File: config.mk
export PLATFORM = sky130hd
export DESIGN_NAME = avalon_st_source
export DESIGN_NICKNAME = d
export VERILOG_FILES = /design/src/rtl/avalon_st_pkg.sv /design/src/rtl/avalon_st_source.sv
export SDC_FILE = /design/constraint.sdc
export NUM_CORES = 1
export LEC_CHECK = 0
export ABC_AREA = 1
export CAP_MARGIN = 20
export CORE_MARGIN = 2
export CORE_UTILIZATION = 45
export DETAILED_ROUTE_END_ITERATION = 12
export PLACE_DENSITY = 0.76
export SYNTH_ARGS = -nofsm -noshare
export SYNTH_HDL_FRONTEND = slang
export SYNTH_SLANG_ARGS = --single-unit
File: constraint.sdc
create_clock -name clk -period 1.9 [get_ports clk]
set_clock_uncertainty 0.1 [all_clocks]
set_input_delay 0.38 -clock clk [delete_from_list [all_inputs] [get_ports clk]]
set_output_delay 0.38 -clock clk [all_outputs]
set_load 0.02 [all_outputs]
File: src/rtl/avalon_st_pkg.sv
// Shared types and length helpers for the Avalon-ST packet source.
package avalon_st_pkg;

    typedef enum logic [0:0] {
        IDLE = 1'b0,
        SEND = 1'b1
    } avst_src_state_t;

    localparam int unsigned AVST_BYTES_PER_BEAT = 32'd8;

    function automatic int unsigned avst_beats(
        input int unsigned len,
        input int unsigned bpb = AVST_BYTES_PER_BEAT
    );
        return (len + bpb - 32'd1) / bpb;
    endfunction

    function automatic int unsigned avst_empty(
        input int unsigned len,
        input int unsigned bpb = AVST_BYTES_PER_BEAT
    );
        return (bpb - (len % bpb)) % bpb;
    endfunction

endpackage

File: src/rtl/avalon_st_source.sv
// Avalon-ST packet source: one command in, one SOP..EOP packet out with backpressure.
// Optional feature macro: AVST_SRC_PKT_COUNT_EN adds a 32-bit pkt_count output.
module avalon_st_source
    import avalon_st_pkg::*;
#(
    parameter int WIDTH       = 64,
    parameter int MAX_BEATS   = 4,
    parameter int EMPTY_WIDTH = $clog2(WIDTH/8),
    parameter int LEN_WIDTH   = $clog2(MAX_BEATS*WIDTH/8+1)
) (
    input  logic                              clk,
    input  logic                              rst,
    input  logic                              cmd_valid,
    output logic                              cmd_ready,
    input  logic [LEN_WIDTH-1:0]              cmd_len,
    input  logic [MAX_BEATS-1:0][WIDTH-1:0]   cmd_payload,
    output logic                              cmd_err,
    output logic [WIDTH-1:0]                  data,
    output logic                              valid,
    input  logic                              ready,
    output logic                              sop,
    output logic                              eop,
    output logic [EMPTY_WIDTH-1:0]            empty,
    output logic                              busy,
    output logic                              pkt_done
`ifdef AVST_SRC_PKT_COUNT_EN
    ,
    output logic [31:0]                       pkt_count
`endif
);

    localparam int unsigned BPB       = WIDTH / 8;
    localparam int unsigned MAX_BYTES = MAX_BEATS * BPB;
    localparam int          IDX_WIDTH = (MAX_BEATS > 1) ? $clog2(MAX_BEATS) : 1;

    typedef logic [MAX_BEATS-1:0][WIDTH-1:0] payload_t;

    avst_src_state_t         state_r, state_s;
    payload_t                payload_r, payload_s;
    logic [IDX_WIDTH-1:0]    idx_r, idx_s;
    logic [IDX_WIDTH-1:0]    last_idx_r, last_idx_s;
    logic [EMPTY_WIDTH-1:0]  last_empty_r, last_empty_s;
    logic                    len_legal_s;
    logic                    cmd_err_s, pkt_done_s;

    logic                    valid_r, valid_s;
    logic [WIDTH-1:0]        data_r, data_s;
    logic                    sop_r, sop_s;
    logic                    eop_r, eop_s;
    logic [EMPTY_WIDTH-1:0]  empty_r, empty_s;
    logic                    busy_r, busy_s;
    logic                    cmd_ready_r, cmd_ready_s;
    logic                    cmd_err_r, pkt_done_r;

    assign len_legal_s = (cmd_len != {LEN_WIDTH{1'b0}}) &&
                         (cmd_len <= LEN_WIDTH'(MAX_BYTES));

    // Next-state logic: command acceptance in IDLE, beat advance on transfer in SEND.
    always_comb begin
        state_s      = state_r;
        payload_s    = payload_r;
        idx_s        = idx_r;
        last_idx_s   = last_idx_r;
        last_empty_s = last_empty_r;
        cmd_err_s    = 1'b0;
        pkt_done_s   = 1'b0;
        case (state_r)
            IDLE: begin
                if (cmd_valid) begin
                    if (len_legal_s) begin
                        payload_s    = cmd_payload;
                        idx_s        = {IDX_WIDTH{1'b0}};
                        last_idx_s   = IDX_WIDTH'(avst_beats(32'(cmd_len), BPB) - 32'd1);
                        last_empty_s = EMPTY_WIDTH'(avst_empty(32'(cmd_len), BPB));
                        state_s      = SEND;
                    end else begin
                        cmd_err_s = 1'b1;
                    end
                end else begin
                    state_s = IDLE;
                end
            end
            SEND: begin
                if (ready) begin
                    if (idx_r == last_idx_r) begin
                        state_s    = IDLE;
                        pkt_done_s = 1'b1;
                    end else begin
                        idx_s = idx_r + IDX_WIDTH'(1);
                    end
                end else begin
                    state_s = SEND;
                end
            end
            default: begin
                state_s = IDLE;
            end
        endcase
    end

    // Output decode from next state so every port comes straight from a flop.
    always_comb begin
        valid_s     = (state_s == SEND);
        cmd_ready_s = (state_s == IDLE);
        busy_s      = valid_s;
        sop_s       = 1'b0;
        eop_s       = 1'b0;
        empty_s     = {EMPTY_WIDTH{1'b0}};
        data_s      = {WIDTH{1'b0}};
        if (valid_s) begin
            data_s = payload_s[idx_s];
            sop_s  = (idx_s == {IDX_WIDTH{1'b0}});
            eop_s  = (idx_s == last_idx_s);
            if (eop_s) begin
                empty_s = last_empty_s;
            end else begin
                empty_s = {EMPTY_WIDTH{1'b0}};
            end
        end else begin
            data_s = {WIDTH{1'b0}};
        end
    end

    // State, datapath and output registers; reset abandons any packet in flight.
    always_ff @(posedge clk) begin
        if (rst) begin
            state_r      <= IDLE;
            payload_r    <= {(MAX_BEATS*WIDTH){1'b0}};
            idx_r        <= {IDX_WIDTH{1'b0}};
            last_idx_r   <= {IDX_WIDTH{1'b0}};
            last_empty_r <= {EMPTY_WIDTH{1'b0}};
            valid_r      <= 1'b0;
            data_r       <= {WIDTH{1'b0}};
            sop_r        <= 1'b0;
            eop_r        <= 1'b0;
            empty_r      <= {EMPTY_WIDTH{1'b0}};
            busy_r       <= 1'b0;
            cmd_ready_r  <= 1'b1;
            cmd_err_r    <= 1'b0;
            pkt_done_r   <= 1'b0;
        end else begin
            state_r      <= state_s;
            payload_r    <= payload_s;
            idx_r        <= idx_s;
            last_idx_r   <= last_idx_s;
            last_empty_r <= last_empty_s;
            valid_r      <= valid_s;
            data_r       <= data_s;
            sop_r        <= sop_s;
            eop_r        <= eop_s;
            empty_r      <= empty_s;
            busy_r       <= busy_s;
            cmd_ready_r  <= cmd_ready_s;
            cmd_err_r    <= cmd_err_s;
            pkt_done_r   <= pkt_done_s;
        end
    end

    assign cmd_ready = cmd_ready_r;
    assign cmd_err   = cmd_err_r;
    assign data      = data_r;
    assign valid     = valid_r;
    assign sop       = sop_r;
    assign eop       = eop_r;
    assign empty     = empty_r;
    assign busy      = busy_r;
    assign pkt_done  = pkt_done_r;

`ifdef AVST_SRC_PKT_COUNT_EN
    logic [31:0] pkt_count_r;

    // Completed-packet counter, stepped in the same edge that raises pkt_done.
    always_ff @(posedge clk) begin
        if (rst) begin
            pkt_count_r <= 32'd0;
        end else if (pkt_done_s) begin
            pkt_count_r <= pkt_count_r + 32'd1;
        end else begin
            pkt_count_r <= pkt_count_r;
        end
    end

    assign pkt_count = pkt_count_r;
`endif

endmodule

Word level (Yosys, flattened, before mapping)
Index checks and enable logic that the tools add are counted.
Word-level totals
  flip-flop bits (word level): 336
  input port bits: 266
  output and inout bits: 74
  logic and storage cells: 59
Cells by class
  $add $sub $neg: 5
  magnitude comparators: 2
  equality and inequality tests: 2
  mux-type cells: 23
  bitwise operators: 5
  reductions and logical operators: 7
Operators by type and width (number)
  $mux 256: 3
  $bmux 64 s2: 1
  $mux 64: 1
  $mux 2: 7
  $mux 3: 3
  $reduce_or 3->1: 3
  $le 6x6->1 const B: 1
  $mux 1: 6
  $reduce_bool 6->1: 1
  $add 5x4->5 const B: 1
  $not 1->1: 5
  $sub 5x1->5 const B: 1
  $eq 2x2->1: 2
  $pmux 2 s2: 1
  $lt 2x3->1 const B: 1
  $sub 1x3->3 const A: 1
  $add 2x1->2 const B: 1
  $logic_not 2->1: 1
  $pmux 1 s2: 1
  $reduce_or 2->1: 1
  $sub 2x1->2 const B: 1
  $logic_and 1x1->1: 1

Depth between registers and ports, before layout
  word-level depth: 9
  mapped depth: 15
  gate-level depth less buffers: 14

Worst setup path before layout
Ideal clock, no wire load.
  path type: input port to flip-flop
  from: in cmd_len[0]
  to: reg data_r[10] (netlist: data[10])
  library setup time: 132 ps
  arrival: 1855 ps
  data required time: 1668 ps
  setup slack: -187 ps
  stages: 13
  buffers on the path: 2
  path through: inv_1 -> ha_1 -> inv_1 -> nor2_2 -> nand3_2 -> nand3_4 -> buf_2 -> clkbuf_1 -> nand2_1 -> nand2_1 -> nand3_1 -> nand3_1 -> a21oi_1
On the way
  word-level cells in the longest chain between the ends: 7
  elaborated cells between the ends (all ways): 16
  classes of those cells: order compare (1); mux (11); bitwise (1); reduce/logical (3)
RTL lines
  start: declaration: RTL line avalon_st_source.sv:15  | input logic [LEN_WIDTH-1:0] cmd_len,
  $le 6x6->1 / $reduce_bool 6->1 (equally long branches): RTL line avalon_st_source.sv:56, avalon_st_source.sv:55
  $logic_and 1x1->1 (*): RTL line avalon_st_source.sv:55  | assign len_legal_s = (cmd_len != {LEN_WIDTH{1'b0}}) &&
  $mux 2 (tied with other cells): RTL line avalon_st_source.sv:70  | if (len_legal_s) begin
  $mux 2 (tied with other cells): RTL line avalon_st_source.sv:69  | if (cmd_valid) begin
  $pmux 2 s2 (tied with other cells): RTL line avalon_st_source.sv:67  | case (state_r)
  $bmux 64 s2 / $not 1->1 (equally long branches)
  $mux 64 (implied by the code) / $reduce_or 2->1 (equally long branches)
  end signal: assignment: RTL line avalon_st_source.sv:133  | data_r <= {WIDTH{1'b0}};
  end signal: assignment: RTL line avalon_st_source.sv:148  | data_r <= data_s;
  end: declaration: RTL line avalon_st_source.sv:47  | logic [WIDTH-1:0] data_r, data_s;
Every way passes the cells marked *; elsewhere a longest branch is shown, timed or not. The select of a mux whose other input is x is not followed.
A chain may end at the register's enable or synchronous reset.

Worst setup path in the final report
  from: reg idx_r[1]
  to: reg data_r[49] (netlist: data[49])
On the way
  word-level cells in the longest chain between the ends: 6
  elaborated cells between the ends (all ways): 14
  classes of those cells: add/sub (1); eq/ne (1); mux (10); bitwise (1); reduce/logical (1)
RTL lines
  start: declaration: RTL line avalon_st_source.sv:40  | logic [IDX_WIDTH-1:0] idx_r, idx_s;
  start signal: assignment: RTL line avalon_st_source.sv:129  | idx_r <= {IDX_WIDTH{1'b0}};
  start signal: assignment: RTL line avalon_st_source.sv:144  | idx_r <= idx_s;
  $add 2x1->2 / $eq 2x2->1 (equally long branches): RTL line avalon_st_source.sv:89, avalon_st_source.sv:85
  $mux 2 / $mux 1 (equally long branches): RTL line avalon_st_source.sv:85  | if (idx_r == last_idx_r) begin
  $mux 2 / $mux 1 (equally long branches): RTL line avalon_st_source.sv:84  | if (ready) begin
  $pmux 2 s2 / $pmux 1 s2 (equally long branches): RTL line avalon_st_source.sv:67
  $bmux 64 s2 / $not 1->1 (equally long branches)
  $mux 64 (implied by the code) / $reduce_or 2->1 (equally long branches)
Parallel ways exist; a longest one is shown, timed or not. The select of a mux whose other input is x is not followed.

==> metrics.cfg <==
[grt]
track_usage=0.276
grt_pass1_wl_um=75300
met3_usage=0.0427
grt-ovfl-total=0
grt_pass1_vias=15166
met2_usage=0.477
grt_max_degree=135
gr-usage-met1=0.347
top_usage_layer=met2
antenna_found_initial=3

[pwr]
fin_total_pwr_mw=19.7
p_comb_frac=0.206
seqPwrFrac=0.391
p_int_mw=14.5
p_leak_nw=11.1
power_switching_mw=5.21
swShare=0.265
peakVddDrop_v=0.000606
powerDensity_nw_per_um2=859
p_clk_frac=0.403

[logic_synthesis]
synth_cell_types=23
yosysWarnings=0
synthCells=2201
synth-seq-area-share=0.460
synth_top_area_cell=dfxtp_1
yosys_register_bits=336
synth_area_leaders=dfxtp_1 (46%), nand2_1 (14%), inv_1 (8.7%), nor2_1 (7.0%), nand3_1 (6.8%)
synth_area_per_cell_um2=6.64
synth_top_area_share=0.460
netlist_area_um2=14600
syn_nets=2468

[timing]
hold_slack_ns=0.0309
hold_viol_final=0
drv_slew=0
fin_ws_ns=-0.0468
worst_pin_slew_ns=0.644
slew-limit-headroom=0.571
rsz0062_at_grt=true
fin_crit_sh=1.02
setup_viol=8
fmax_mhz=514
post-route-min-period_ns=1.95

[worst_setup_path]
path_buf_inv=6
path_max_fanout=6
crit_arrival_ns=2.29
crit_path_cell_trace=inv_4 -> nand2_2 -> nand2_2 -> nand2_4 -> nand3_4 -> buf_12 -> nand2_8 -> buf_12 -> clkbuf_16 -> buf_12 -> buf_8 -> nand2_4 -> nand3_2 -> a21oi_1
slowest_delay_ns=0.36
cpMaxStageDelayCell=dfxtp_4
r2r_setup_slack_ns=-0.05
startpoint_type=flip-flop
endpoint_kind=flip-flop
criticalPathCategory=flip-flop to flip-flop
cp_data_required_time_ns=2.24
critical-path-top-delay-family=buffers and inverters
path_common_cell=buf_12

[final_layout]
final_core_util=0.720
layout_common_cells=nand2_1 (528), inv_1 (334), dfxtp_1 (331)
layout-drive-gt1-share=0.174
final_common_cell=nand2_1
areaGrowthSynthToFinish_pct=56.7
nets=2931

[detailed_routing]
vias=16120
wl_per_cell_um=17.2
drt_iter0_drc=1588
drtPass1Iterations=6
drt_wl_total_um=53800
drc=0
viasPerCell=5.16
antenna_left=0

[min_path]
holdCritPathClass=input pin to flip-flop

[clock_network]
holdBufCountCts=0
cts_buffers=37
cts_tree=done
cts.sinks=336
cts_htree_levels=2
clk_pin_slew_ns=0.06
insertion_delay_ns=0.51
cts_root_buffer=clkbuf_16
ctsLongestPathBuffers=3

[outcome]
violations=negative setup slack
status=finished with violations

[die]
io_pins=340
rows=65
core_um2=31800
die-area_um2=33900
initial_utilization=0.460
fp.dieW_um=184
die_h_um=184

[placement]
portBuffers=339
hpwl_um=30200
routabilityCongestion=0.889
detailedPlace.worstSlack_ns=-0.869

[job]
maxCapViolCount=0

## worst paths after layout
check	start	endpoint	depth (start not counted)
setup / recovery	idx_r[1]	data[49]	14
hold / removal	rst	last_idx_r[0]	2
setup reg to reg	idx_r[1]	data[49]	14
hold reg to reg	payload_r[68]	payload_r[68]	4
## cell type report
class,instances,area (µm²)
well taps,435,544
multi-input cells,1366,6810
inverters,341,1290
flip-flops and latches,336,6740
fillers,2321,8900
repair buffers,582,6180
diodes,2,5.00
clock buffers,50,1030
clock inverters,14,298
## sequential cells by signal, indices dropped and copies added, names as in the netlist
register and flops:
busy 1, last_empty_r 3, cmd_ready 1, last_idx_r 2
idx_r 2, data 64, empty 3, cmd_err 1
pkt_done 1, payload_r 256, sop 1, eop 1
## power by group through the flow
stage	Clock (mW)	Combinational [mW]	Sequential, mW
after detailed placement	0	3.54	7.85
after global placement	0	3.46	7.83
after floorplan	0	1.76	7.91
after global routing	8.26	4.42	7.73
after CTS	7.97	3.65	7.69
final	7.94	4.05	7.70
## metal layers
metal | share of wire | up-vias
met5 | 0.00024 | -
met1 | 0.40 | 7404
met2 | 0.48 | 833
li1 | - | 7727
met3 | 0.085 | 154
met4 | 0.042 | 2
## cells in the mapped netlist, drive strengths merged
| cell type | n |
|---|---|
| a21oi | 67 |
| buf | 73 |
| clkbuf | 85 |
| dfxtp | 336 |
| ha | 1 |
| inv | 341 |
| mux2i | 1 |
| nand2 | 557 |
| nand3 | 201 |
| nand4 | 64 |
| nor2 | 277 |
| nor3 | 1 |
| o21ai | 196 |
| o31ai | 1 |
## metrics by stage
| stage | area [µm²] | setup TNS (ns) | cells |
|---|---|---|---|
| after floorplan | 14800 | -0.113 | 2201 |
| after global placement | 19800 | -204.90 | 3003 |
| after detailed placement | 19800 | -207.60 | 3003 |
| after CTS | 21500 | 0 | 3089 |
| after global routing | 22900 | -2.52 | 3126 |
| final | 22900 | -0.181 | 3126 |
## cell families (layout without fill, tap and decap cells)
| group | Yosys count | after routing | share of synthesized area |
|---|---|---|---|
| AOI/OAI and AO/OA | 264 | 264 | 0.0908 |
| adders and majority gates | 1 | 1 | 0.000856 |
| buffers and inverters | 499 | 987 | 0.134 |
| DFF | 336 | 336 | 0.460 |
| muxes | 1 | 1 | 0.000685 |
| other | 0 | 2 | 0 |
| and+or+nand+nor | 1100 | 1100 | 0.313 |
## what timing repair did
item                                    4_1_cts  5_1_grt
buffers inserted                             13       17
pin swaps                                     9       65
gates cloned                                  9       19
resized for setup                           117      218
endpoints found under the setup margin      354      122
Note: power is estimated with default switching activity, not from simulation.
